<file path="config.mk">
export PLATFORM = sky130hd
export DESIGN_NAME = motor_run_sequencer
export DESIGN_NICKNAME = d
export VERILOG_FILES = /design/src/rtl/motor_run_sequencer.sv
export SDC_FILE = /design/constraint.sdc
export NUM_CORES = 1
export LEC_CHECK = 0
export CAP_MARGIN = 20
export CORE_ASPECT_RATIO = 1.25
export CORE_MARGIN = 8
export CORE_UTILIZATION = 54
export DETAILED_ROUTE_END_ITERATION = 12
export PLACE_DENSITY_LB_ADDON = 0.25
export SLEW_MARGIN = 20
export SYNTH_ARGS = -nofsm -noshare
export SYNTH_HDL_FRONTEND = slang
export SYNTH_SLANG_ARGS = --single-unit
</file>
<file path="constraint.sdc">
create_clock -name i_clk_50m -period 2.8 [get_ports i_clk_50m]
set_input_delay 0.56 -clock i_clk_50m [delete_from_list [all_inputs] [get_ports i_clk_50m]]
set_output_delay 0.56 -clock i_clk_50m [all_outputs]
set_load 0.02 [all_outputs]
</file>
<file path="src/rtl/motor_run_sequencer.sv">
`default_nettype none
// ============================================================================
//  Module   : motor_run_sequencer
//  Purpose  : Start/stop/calibrate sequencer for the rotating-mirror motor
//             drive. Waits for speed lock, enforces the spin-up timeout with
//             bounded restarts, filters lock drop-out and qualifies ranging.
//  Options  : MOTOR_AUTO_RETRY_EN - enables automatic restart attempts.
//             Undefined: timeout or lock loss goes straight to FAULT.
//  Revision : 1.0 - initial release
// ============================================================================
module motor_run_sequencer #(
    parameter logic [31:0] SPINUP_TIMEOUT = 32'd1_500_000_000,
    parameter logic [31:0] RESTART_GAP    = 32'd50_000_000,
    parameter logic [23:0] LOSS_FILTER    = 24'd5_000_000,
    parameter logic [2:0]  MAX_RETRY      = 3'd3
) (
    input  logic       i_clk_50m,
    input  logic       i_rst_n,
    input  logic       i_start_req,
    input  logic       i_stop_req,
    input  logic       i_cal_req,
    input  logic [2:0] i_freq_req,
    input  logic       i_motor_state,
    output logic [2:0] o_freq_mode,
    output logic       o_measure_mode,
    output logic       o_cal_mode,
    output logic       o_scan_ready,
    output logic       o_fault,
    output logic [2:0] o_retry_cnt,
    output logic [2:0] o_state
);

    typedef enum logic [2:0] {
        S_IDLE   = 3'd0,
        S_SPINUP = 3'd1,
        S_RUN    = 3'd2,
        S_GAP    = 3'd3,
        S_CAL    = 3'd4,
        S_FAULT  = 3'd5
    } state_t;

    state_t      state;
    state_t      state_nx;
    logic [31:0] cyc_cnt;
    logic [23:0] loss_cnt;
    logic [23:0] loss_cnt_nx;
    logic [23:0] loss_inc;
    logic [2:0]  retry_nx;
    logic        fault_nx;
    logic        gap_fault;
    logic        gap_fault_nx;
    logic [2:0]  freq_req_mapped;
    logic        timeout_hit;
    logic        gap_done;
    logic        loss_hit;
    logic        retry_room;

    // Code 7 is not a valid speed; it falls back to the slowest setting.
    assign freq_req_mapped = (i_freq_req == 3'd7) ? 3'd0 : i_freq_req;

    assign timeout_hit = (cyc_cnt == SPINUP_TIMEOUT - 32'd1);
    assign gap_done    = (cyc_cnt == RESTART_GAP - 32'd1);
    assign loss_inc    = (loss_cnt == 24'hFF_FFFF) ? loss_cnt : loss_cnt + 24'd1;
    assign loss_hit    = (state == S_RUN) && !i_motor_state && (loss_inc == LOSS_FILTER);

`ifdef MOTOR_AUTO_RETRY_EN
    assign retry_room = (o_retry_cnt < MAX_RETRY);
`else
    // Retries disabled in this build: the budget is always exhausted.
    assign retry_room = 1'b0 & (o_retry_cnt < MAX_RETRY);
`endif

    // Next-state and next-bookkeeping: stop > cal > start > internal events.
    always_comb begin
        state_nx     = state;
        retry_nx     = o_retry_cnt;
        fault_nx     = o_fault;
        gap_fault_nx = gap_fault;
        loss_cnt_nx  = 24'd0;
        if (i_stop_req) begin
            state_nx = S_IDLE;
        end else if (i_cal_req) begin
            state_nx = S_CAL;
        end else if (i_start_req && (state != S_SPINUP) && (state != S_RUN)) begin
            state_nx = S_SPINUP;
            retry_nx = 3'd0;
            fault_nx = 1'b0;
        end else begin
            case (state)
                S_SPINUP: begin
                    if (i_motor_state) begin
                        state_nx = S_RUN;
                    end else if (timeout_hit) begin
                        if (retry_room) begin
                            state_nx     = S_GAP;
                            retry_nx     = o_retry_cnt + 3'd1;
                            gap_fault_nx = 1'b0;
                        end else begin
                            state_nx = S_FAULT;
                        end
                    end
                end
                S_RUN: begin
                    if (loss_hit) begin
`ifdef MOTOR_AUTO_RETRY_EN
                        // Out of retries: still hold the drive off for one
                        // gap, then give up at the end of it.
                        state_nx = S_GAP;
                        if (retry_room) begin
                            retry_nx     = o_retry_cnt + 3'd1;
                            gap_fault_nx = 1'b0;
                        end else begin
                            gap_fault_nx = 1'b1;
                        end
`else
                        state_nx = S_FAULT;
`endif
                    end else if (freq_req_mapped != o_freq_mode) begin
                        state_nx     = S_GAP;
                        gap_fault_nx = 1'b0;
                    end
                end
                S_GAP: begin
                    if (gap_done) begin
                        state_nx = gap_fault ? S_FAULT : S_SPINUP;
                    end
                end
                S_CAL:   state_nx = S_IDLE;
                S_FAULT: state_nx = S_FAULT;
                S_IDLE:  state_nx = S_IDLE;
                default: state_nx = S_IDLE;
            endcase
        end
        if (state_nx == S_FAULT) begin
            fault_nx = 1'b1;
        end
        if ((state == S_RUN) && (state_nx == S_RUN) && !i_motor_state) begin
            loss_cnt_nx = loss_inc;
        end
    end

    // State register, counters and registered drive outputs.
    always_ff @(posedge i_clk_50m) begin
        if (!i_rst_n) begin
            state          <= S_IDLE;
            cyc_cnt        <= 32'd0;
            loss_cnt       <= 24'd0;
            gap_fault      <= 1'b0;
            o_freq_mode    <= 3'd0;
            o_measure_mode <= 1'b0;
            o_cal_mode     <= 1'b0;
            o_scan_ready   <= 1'b0;
            o_fault        <= 1'b0;
            o_retry_cnt    <= 3'd0;
            o_state        <= 3'd0;
        end else begin
            state       <= state_nx;
            loss_cnt    <= loss_cnt_nx;
            gap_fault   <= gap_fault_nx;
            o_fault     <= fault_nx;
            o_retry_cnt <= retry_nx;
            if (state_nx != state) begin
                cyc_cnt <= 32'd0;
            end else if (cyc_cnt != 32'hFFFF_FFFF) begin
                cyc_cnt <= cyc_cnt + 32'd1;
            end
            if ((state_nx == S_SPINUP) && (state != S_SPINUP)) begin
                o_freq_mode <= freq_req_mapped;
            end
            o_measure_mode <= (state_nx == S_SPINUP) || (state_nx == S_RUN) ||
                              (state_nx == S_CAL);
            o_cal_mode     <= (state_nx == S_CAL);
            o_scan_ready   <= (state_nx == S_RUN);
            o_state        <= state_nx;
        end
    end

endmodule
`default_nettype wire

</file>
### Word-level counts from Yosys, hierarchy flattened

Index checks and enable logic that the tools add are counted.

| cells by class | value |
|---|---|
| bitwise gates (word level) | 1 |
| reduce and logical (&&, ||, !) cells | 14 |
| add/subtract/negate cells | 2 |
| eq/ne operators | 20 |
| mux-type cells | 15 |

Operator list:

| kind | number |
|---|---|
| 32-bit by 1-bit adder with 32-bit output, second input constant | 1 |
| 32-bit by 26-bit == test with 1-bit output, second input constant | 1 |
| 32-bit by 31-bit == test with 1-bit output, second input constant | 1 |
| 32-bit != test, second input constant | 1 |
| 3-bit two-way mux | 9 |
| 24-bit by 1-bit adder with 24-bit output, second input constant | 1 |
| 24-bit by 23-bit == test with 1-bit output, second input constant | 1 |
| 24-bit == test, second input constant | 1 |
| 24-bit two-way mux | 1 |
| 3-bit == test, second input constant | 4 |
| 3-bit one-hot mux with 4 select lines | 1 |
| 3-bit by 2-bit == test with 1-bit output, second input constant | 3 |
| 1-bit logical AND | 7 |
| 3-bit by 1-bit == test with 1-bit output, second input constant | 2 |
| 3-bit != test | 2 |
| 1-bit two-way mux | 4 |
| 2-bit by 1-bit != test with 1-bit output, second input constant | 2 |
| 3-bit by 1-bit != test with 1-bit output, second input constant | 1 |
| 3-bit by 2-bit != test with 1-bit output, second input constant | 1 |
| 3-bit AND reduction | 1 |
| 1-bit logical OR | 2 |
| 2-bit AND reduction | 1 |
| 2-bit nonzero test | 1 |
| 2-bit OR reduction | 1 |
| other kinds (2) | 2 |

| word-level totals | value |
|---|---|
| register bits after elaboration | 66 |
| input bits | 9 |
| output and inout bits | 13 |

### Depth between registers and ports, before layout

Gate-level depths: netlist of the first run.

| logic depth | value |
|---|---|
| depth in word-level cells | 13 |
| depth in mapped cells | 13 |

### Worst setup path after synthesis of the first run

OpenSTA, ideal clock, no wires.

| timing path | value |
|---|---|
| kind | register to register |
| start | register loss_cnt[0] |
| end | register loss_cnt[20] |
| required time | 2.677 ns |
| path buffers | 3 |
| stages on the path, launching flop included | 14 |
| path slack | -0.278 ns |
| setup time | 0.123 ns |
| data arrival time | 2.955 ns |
| path through | dfxtp_1 -> ha_1 -> nand3_1 -> or4_1 -> buf_2 -> nor3_2 -> o22ai_1 -> nor4_1 -> nand3_1 -> o31ai_4 -> or3_1 -> buf_4 -> buf_6 -> nor3_1 |

| on the way | value |
|---|---|
| longest elaborated chain between the ends | 13 |
| elaborated cells on any way between the ends | 14 |
| those cells by class | add/sub: 1; eq/ne: 3; mux: 6; reduce/logical: 4 |

RTL lines:

| element | line | text |
|---|---|---|
| start, declared | 45 | `logic [23:0] loss_cnt;` |
| start signal, assigned | 158 | `loss_cnt <= loss_cnt_nx;` |
| 24-bit by 1-bit adder with 24-bit output / 24-bit == test (equally long branches) | 63 | `assign loss_inc = (loss_cnt == 24'hFF_FFFF) ? loss_cnt : loss_cnt + 24'd1;` |
| 24-bit two-way mux (*) | 63 |  |
| 24-bit by 23-bit == test with 1-bit output | 64 | `assign loss_hit = (state == S_RUN) && !i_motor_state && (loss_inc == LOSS_FILTER);` |
| 1-bit logical AND | 64 |  |
| 3-bit two-way mux | 104 | `if (loss_hit) begin` |
| 3-bit one-hot mux with 4 select lines | 89 | `case (state)` |
| 3-bit two-way mux | 84 | `end else if (i_start_req && (state != S_SPINUP) && (state != S_RUN)) begin` |
| 3-bit two-way mux | 82 | `end else if (i_cal_req) begin` |
| 3-bit two-way mux | 80 | `if (i_stop_req) begin` |
| 3-bit by 2-bit == test with 1-bit output | 137 | `if ((state == S_RUN) && (state_nx == S_RUN) && !i_motor_state) begin` |
| 1-bit logical AND (2 in series) | 137 |  |
| 2-bit AND reduction (no line) | n/a |  |

Every way passes the cells marked *; elsewhere a longest branch is shown, timed or not.
A chain may end at the register's enable or synchronous reset.

### Final worst setup path of the first run

| timing path | value |
|---|---|
| start | register loss_cnt[1] |
| end | register loss_cnt[4] |

Same word-level chain as after synthesis.

==> results of run 1 <==
[registers in the layout (all words and copies together), names as in the netlist]
name,count
o_freq_mode,3
o_scan_ready,1
cyc_cnt,32
o_fault,1
loss_cnt,24
o_cal_mode,1
o_measure_mode,1
state,3
[cell families after synthesis]
logic type      count (synthesis)  synth area share (%)
mux                             7                  1.93
flops                          66                  35.7
buf+inv                        32                  4.33
xor+xnor                       57                  13.5
simple gates                  248                  34.7
fa+ha+maj                       2                 0.676
compound gates                 51                  9.06
other cells                     1                 0.101
[cell type report]
cell class	count	area [µm²]	area share, %
clock buffers	10	138	2.47
clock inverters	5	55.1	0.989
inverters	8	30.0	0.539
multi-input cells	368	2710	48.7
flip-flops and latches	66	1340	24.0
well taps	87	109	1.95
repair buffers	129	1190	21.4
[tightest hold or removal path: cells and delay by family (launching register included)]
kind / cells / cell delay [ns]
flip-flops: 1 / 0.34
multiplexers: 1 / 0.06
AND/OR/NAND/NOR: 1 / 0.07
[per-stage QoR]
stage	setup TNS, ns	util, %
final	-7.45	84.3
after global routing	-10.62	84.3
after CTS	-2.56	77.8
after detailed placement	-30.31	70.5
after global placement	-22.86	70.5
after floorplan	-2.47	-
[power breakdown]
| part | switching, W | total (W) | leakage, nW | internal [W] |
|---|---|---|---|---|
| Clock | 0.000377 | 0.000804 | 0.0941 | 0.000427 |
| Sequential | 0.00000328 | 0.000945 | 0.538 | 0.000942 |
| Combinational | 0.0000820 | 0.000155 | 1.38 | 0.0000733 |
[metal layers]
layer / track usage (%) / routed length [µm]
met5: 0 / 0
met4: 12.2 / 839
met3: 4.23 / 1080
met2: 41.6 / 6710
met1: 23.7 / 4820
[cells in the final DEF (no fill, tap or decap), types with 3 or more instances in the layout]
| cell type | count |
|---|---|
| xnor2_1 | 23 |
| clkbuf_8 | 10 |
| clkdlybuf4s50_1 | 17 |
| buf_4 | 94 |
| nor4_4 | 3 |
| nand4_1 | 19 |
| and3_1 | 15 |
| dfxtp_2 | 9 |
| nand3_2 | 3 |
| nor2_1 | 43 |
| nor2_2 | 8 |
| or4b_4 | 3 |
| conb_1 | 3 |
| mux2i_1 | 5 |
| nor4_2 | 3 |
| nor4_1 | 7 |
| a21oi_1 | 11 |
| nor2_4 | 25 |
| a31oi_1 | 4 |
| o21ai_0 | 8 |
| nor2b_1 | 5 |
| nor3_1 | 11 |
| a211oi_2 | 3 |
| nand3_1 | 29 |
| inv_1 | 8 |
| buf_6 | 7 |
| buf_16 | 4 |
| dfxtp_1 | 56 |
| or3_1 | 6 |
| nand2b_1 | 8 |
| xor2_1 | 32 |
| a21oi_2 | 7 |
| nand2_1 | 37 |
[path summary, 6_finish.rpt]
| kind | depth (start not counted) | startpoint | end | slack (ns) |
|---|---|---|---|---|
| worst min register to register | 2 | o_freq_mode[2] | o_freq_mode[2] | 0.51 |
| worst min-delay path | 2 | o_freq_mode[2] | o_freq_mode[2] | 0.51 |
| worst max-delay path | 14 | loss_cnt[1] | loss_cnt[4] | -0.28 |
| worst max register to register | 14 | loss_cnt[1] | loss_cnt[4] | -0.28 |
[timing repair]
item                       4_1_cts  5_1_grt
buffers inserted                 8        6
hold buffers                     0        0
cloned                           4        2
resized for setup               29       91
setup endpoints to repair       63       64
pin swaps                       18       32
==> out/qor.csv, run 1 <==
stage,metric,value,unit
cells_and_area,layout.nets,593,
clock_network,htree_levels,3,
yosys,synth_top_area_cell,dfxtp_1,
sta,fin_worst_skew,0.0178,ns
floorplan,die_w,90.0,µm
yosys,syn_area_per_cell,7.97,µm²
yosys,synth_edf_count,0,
critical_path,critical_path.top_delay_family,simple AND/OR/NAND/NOR gates,
grt,grt_max_degree,17,
cells_and_area,fillCellCount,311,
yosys,yosys.cell_types.count,51,
floorplan,die_h,109,µm
clock_network,cts.sinks,66,
floorplan,io_pins,22,
hold_path,hold_class,flop to flop,
sta,hold_viol_final,0,
detailed_routing,vias_per_cell,6.31,
sta,whs,0.508,ns
floorplan,start_util,56.0,%
yosys,synth_common_cells,"nor2_1, dfxtp_1, nand2_1, nand3_1, xor2_1",
detailed_routing,vias,4246,
yosys,ys_seq_area_share,35.7,%
pwr,power,0.00190,W
critical_path,max_stage_delay,0.61,ns
clock_network,cts_buffer_depth,2,
detailed_routing,postRouteAntennaNets,0,
critical_path,crit_type,flop to flop,
critical_path,cp_max_fo,6,
detailed_routing,firstDrtPassIters,5,
clock_network,path_clk_slew,0.07,ns
yosys,netlist_top_cells_area,"dfxtp_1, nor2_1, xor2_1",
run,maxCapViolCount,0,
grt,grt_overflow,0,
place,place_ws,-0.601,ns
detailed_routing,drt-total-wl,13500,µm
sta,rsz0062_at_grt,true,
place,dp_hpwl,6810,µm
place,place_inst,639,
cells_and_area,instances_no_fill,673,
grt,antenna_found_initial,0,
grt,globalRouteTotalUtil,22.5,%
clock_network,cts_inserted_buffers,9,
outcome,status,"complete, but fails checks",
critical_path,crit_path_start_kind,flop,
pwr,p_leak,2.02,nW
cells_and_area,drive_above_1_share,36.9,%
clock_network,clockRootBuffer,clkbuf_8,
pwr,vdd_ir_drop_max,0.370,mV
sta,report.final.slew_viol_count,0,
floorplan,rows,33,
sta,setup_ws,-0.275,ns
yosys,ys_ff_latch,66,
yosys,synth_area,0.00370,mm²
yosys,synthCells,464,
clock_network,cts_tree,built,
detailed_routing,drc,0,
sta,setup_viol,55,
grt,first_global_vias,3926,
cells_and_area,final_area,0.00557,mm²
grt,grt_pass1_wl,18100,µm
critical_path,critPathBufInv,4,
sta,period_needed,3.08,ns
critical_path,cp.arrival,3.31,ns
yosys,synth_top_area_share,35.7,%
critical_path,cp_cell_sequence,ha_4 -> nand3_4 -> or4_4 -> buf_6 -> a21oi_4 -> o22ai_2 -> nor4_2 -> nand3_2 -> buf_6 -> o31ai_4 -> or3_4 -> buf_12 -> clkbuf_16 -> nor2_1,
yosys,synth-warning-count,0,
floorplan,core,0.00661,mm²
sta,fmax,325,MHz
detailed_routing,drt_iter0_markers,386,
yosys,yosysMostFrequentCell,nor2_1,
detailed_routing,wl_per_cell,20.0,µm
cells_and_area,diodes,0,
critical_path,crit_slowest_cell,or4_4,
critical_path,end_kind,flop,
clock_network,insertion_delay,0.36,ns
critical_path,cpMostUsedCell,buf_6,
cells_and_area,synthToLayoutAreaGrowth,50.5,%
sta,fin_crit_sh,110,%
pwr,p_per_area,342,mW/mm²
place,place_area,0.00466,mm²
yosys,ys.flop_type,dfxtp_1,
place,globalplace.congestion,0.894,
place,port_buffers,18,
yosys,synth-async-reset-ratio,0,%
floorplan,die-area,0.00977,mm²
critical_path,cp.required,3.03,ns
outcome,violations,negative setup slack,
Note: power is estimated with default switching activity, not from simulation.
==> run 2, diff against run 1 <==
--- a/config.mk
+++ b/config.mk
@@ -15,3 +15,4 @@
 export SYNTH_ARGS = -nofsm -noshare
 export SYNTH_HDL_FRONTEND = slang
 export SYNTH_SLANG_ARGS = --single-unit
+export TNS_END_PERCENT = 1
==> run 2 against run 1 <==
  * The run still ends with negative setup slack left
  * Fmax rose by 3.2%
  * Final area is 9.7% lower
  * Clock skew is 0.0086 ns lower
  * Register-to-register slack gained 0.097 ns
  * Final cell count shrank 1.9%
  * Worst setup slack better by 0.097 ns
  * Clock power up 12%
  * Non-clock buffer count shrank 14
  * First-iteration DRC count down 29%
  * Routed wire length is 23% lower
  * Sequential share of layout area is 2.4 points higher
==> out/qor.csv, run 2 (synthesized netlist as in run 1, its figures left out) <==
stage,metric,value,unit,change
outcome,status,"complete, but fails checks",,
critical_path,crit_path_start_kind,flop,,
run,maxCapViolCount,0,,unchanged
place,port_buffers,18,,unchanged
grt,grt_pass1_wl,17600,µm,-2.9%
sta,fin_crit_sh,106,%,-3.4 points
clock_network,cts.sinks,66,,unchanged
critical_path,r2r_slack,-0.18,ns,+0.10 ns
sta,report.final.slew_viol_count,0,,unchanged
sta,hold_viol_final,0,,unchanged
floorplan,die_h,109,µm,unchanged
detailed_routing,postRouteAntennaNets,0,,unchanged
hold_path,hp-start,o_fault,,
clock_network,path_clk_slew,0.08,ns,about the same
clock_network,cts_buffer_depth,2,,unchanged
clock_network,cts_inserted_buffers,9,,unchanged
grt,grt_max_degree,25,,+8
pwr,p_per_area,387,mW/mm²,+13%
critical_path,rr_startpoint,loss_cnt[0],,
clock_network,hold_buffers,0,,unchanged
clock_network,clockRootBuffer,clkbuf_8,,
pwr,p_leak,1.83,nW,-9.2%
sta,fin_worst_skew,0.00922,ns,-0.00860 ns
grt,met1_usage,23.0,%,-0.72 points
clock_network,cts_tree,built,,
grt,grt_util_met2,39.1,%,-2.5 points
grt,first_global_vias,3857,,-1.8%
pwr,power,0.00195,W,+2.2%
cells_and_area,final_cell_mix,"buf_4, nor2_1, dfxtp_1",,
detailed_routing,drc,0,,unchanged
cells_and_area,synthToLayoutAreaGrowth,35.9,%,
floorplan,start_util,56.0,%,unchanged
detailed_routing,vias,3789,,-11%
critical_path,cp_max_fo,3,,-3
detailed_routing,firstDrtPassIters,5,,unchanged
detailed_routing,drt-total-wl,10400,µm,-23%
detailed_routing,drt_iter0_markers,274,,-29%
cells_and_area,top_register,cyc_cnt,,
grt,grt-busiest-layer,met2,,
sta,whs,0.488,ns,-0.0193 ns
sta,period_needed,2.98,ns,-0.0966 ns
hold_path,hold_path_depth,2,,unchanged
grt,antenna_found_initial,0,,unchanged
cells_and_area,final_common_cell,buf_4,,
sta,rsz0062_at_grt,true,,
floorplan,io_pins,22,,unchanged
pwr,vdd_ir_drop_max,0.400,mV,+8.1%
grt,grt_overflow,0,,unchanged
critical_path,ff2ff_path_depth,13,,-1
critical_path,timing.rr.end,o_measure_mode,,
hold_path,hold_class,flop to flop,,
cells_and_area,drive_above_1_share,26.4,%,-11 points
outcome,violations,negative setup slack,,
sta,setup_viol,64,,+16%
grt,globalRouteTotalUtil,21.8,%,-0.68 points
clock_network,insertion_delay,0.36,ns,about the same
sta,setup_ws,-0.179,ns,+0.0966 ns
critical_path,end_kind,flop,,
grt,grtUsageMet3,4.85,%,+0.62 points
floorplan,rows,33,,unchanged
cells_and_area,diodes,0,,unchanged
sta,fmax,336,MHz,+3.2%
place,globalplace.congestion,0.900,,+0.63%
floorplan,core,0.00661,mm²,unchanged
floorplan,die_w,90.0,µm,unchanged
critical_path,crit_type,flop to flop,,
clock_network,htree_levels,3,,unchanged
cells_and_area,largestRegisters,"cyc_cnt: 32 flops, loss_cnt: 24 flops",,
cells_and_area,largest_reg_flops,32,,unchanged
detailed_routing,wl_per_cell,15.8,µm,-21%
detailed_routing,vias_per_cell,5.74,,-9.0%
place,dp_hpwl,7060,µm,+3.8%
critical_path,cp.required,3.10,ns,+0.07 ns
cells_and_area,layout.nets,579,,-2.4%
floorplan,die-area,0.00977,mm²,unchanged
critical_path,cp.arrival,3.28,ns,-0.03 ns
hold_path,hold_end,o_fault,,
## run 2: cell count changes in the layout (fill, tap and decap cells not counted), sizes merged
| cell | previous run | this run |
|---|---|---|
| buf | 109 | 97 |
| bufinv | 1 | 2 |
| clkbuf | 13 | 10 |
| clkdlybuf4s50 | 17 | 18 |
| clkinvlp | 2 | 1 |
| inv | 8 | 9 |
## run 2: power by group
part           internal (W)  total, W  switching, W
Combinational     0.0000491  0.000101     0.0000518
Clock              0.000504  0.000899      0.000395
Sequential         0.000943  0.000947    0.00000369
## run 2: metrics by stage
step	instance area (µm²)	setup WS (ns)	util [%]	cells	TNS, ns
2_1_floorplan	3800	-0.117	-	466	-3.87
3_3_place_gp	4610	-0.575	69.7	638	-28.16
3_5_place_dp	4610	-0.611	69.7	638	-28.76
4_1_cts	5000	-0.115	75.7	660	-1.80
5_1_grt	5030	-0.283	76.1	660	-10.44
6_report	5030	-0.179	76.1	660	-4.34
## run 2: per-layer routing
layer | share of wire [%] | wire (µm)
met5 | 0 | 0
met2 | 51 | 5320
met3 | 4.6 | 482
met1 | 40 | 4140
met4 | 4.4 | 458
## run 2: area by class of cell
type | count | area [µm²]
Clock buffer | 10 | 128
Clock inverter | 6 | 90.1
Fill cell | 468 | 1580
Inverter | 8 | 30.0
Multi-Input combinational cell | 368 | 2400
Sequential cell | 66 | 1330
Tap cell | 87 | 109
Timing Repair Buffer | 115 | 943
## run 2: what timing repair did
item | CTS | global route
endpoints found under the setup margin | 65 | 65
pin swaps | 18 | 3
gates resized for setup | 28 | 5
buffers inserted | 6 | 0
## run 2: worst max-delay path, cell delays in order, from the launching register on
cell and delay, ns:
dfxtp_2 0.36, ha_4 0.16, nand3_4 0.08, or4_4 0.59, buf_6 0.15, nor3_4 0.21, xnor2_2 0.12, nor4_2 0.32
nand3_4 0.16, buf_6 0.16, mux2i_4 0.19, buf_6 0.15, a21o_1 0.15, a21oi_2 0.12
## run 2: worst max-delay path by stage
stage                  startpoint             end  cells after the start
floorplan             loss_cnt[3]    loss_cnt[20]                     12
global placement    i_motor_state  o_freq_mode[1]                     11
detailed placement  i_motor_state  o_freq_mode[1]                     11
CTS                   loss_cnt[0]  o_measure_mode                     13
global route          loss_cnt[1]  o_freq_mode[0]                     13
finish                loss_cnt[0]  o_measure_mode                     13
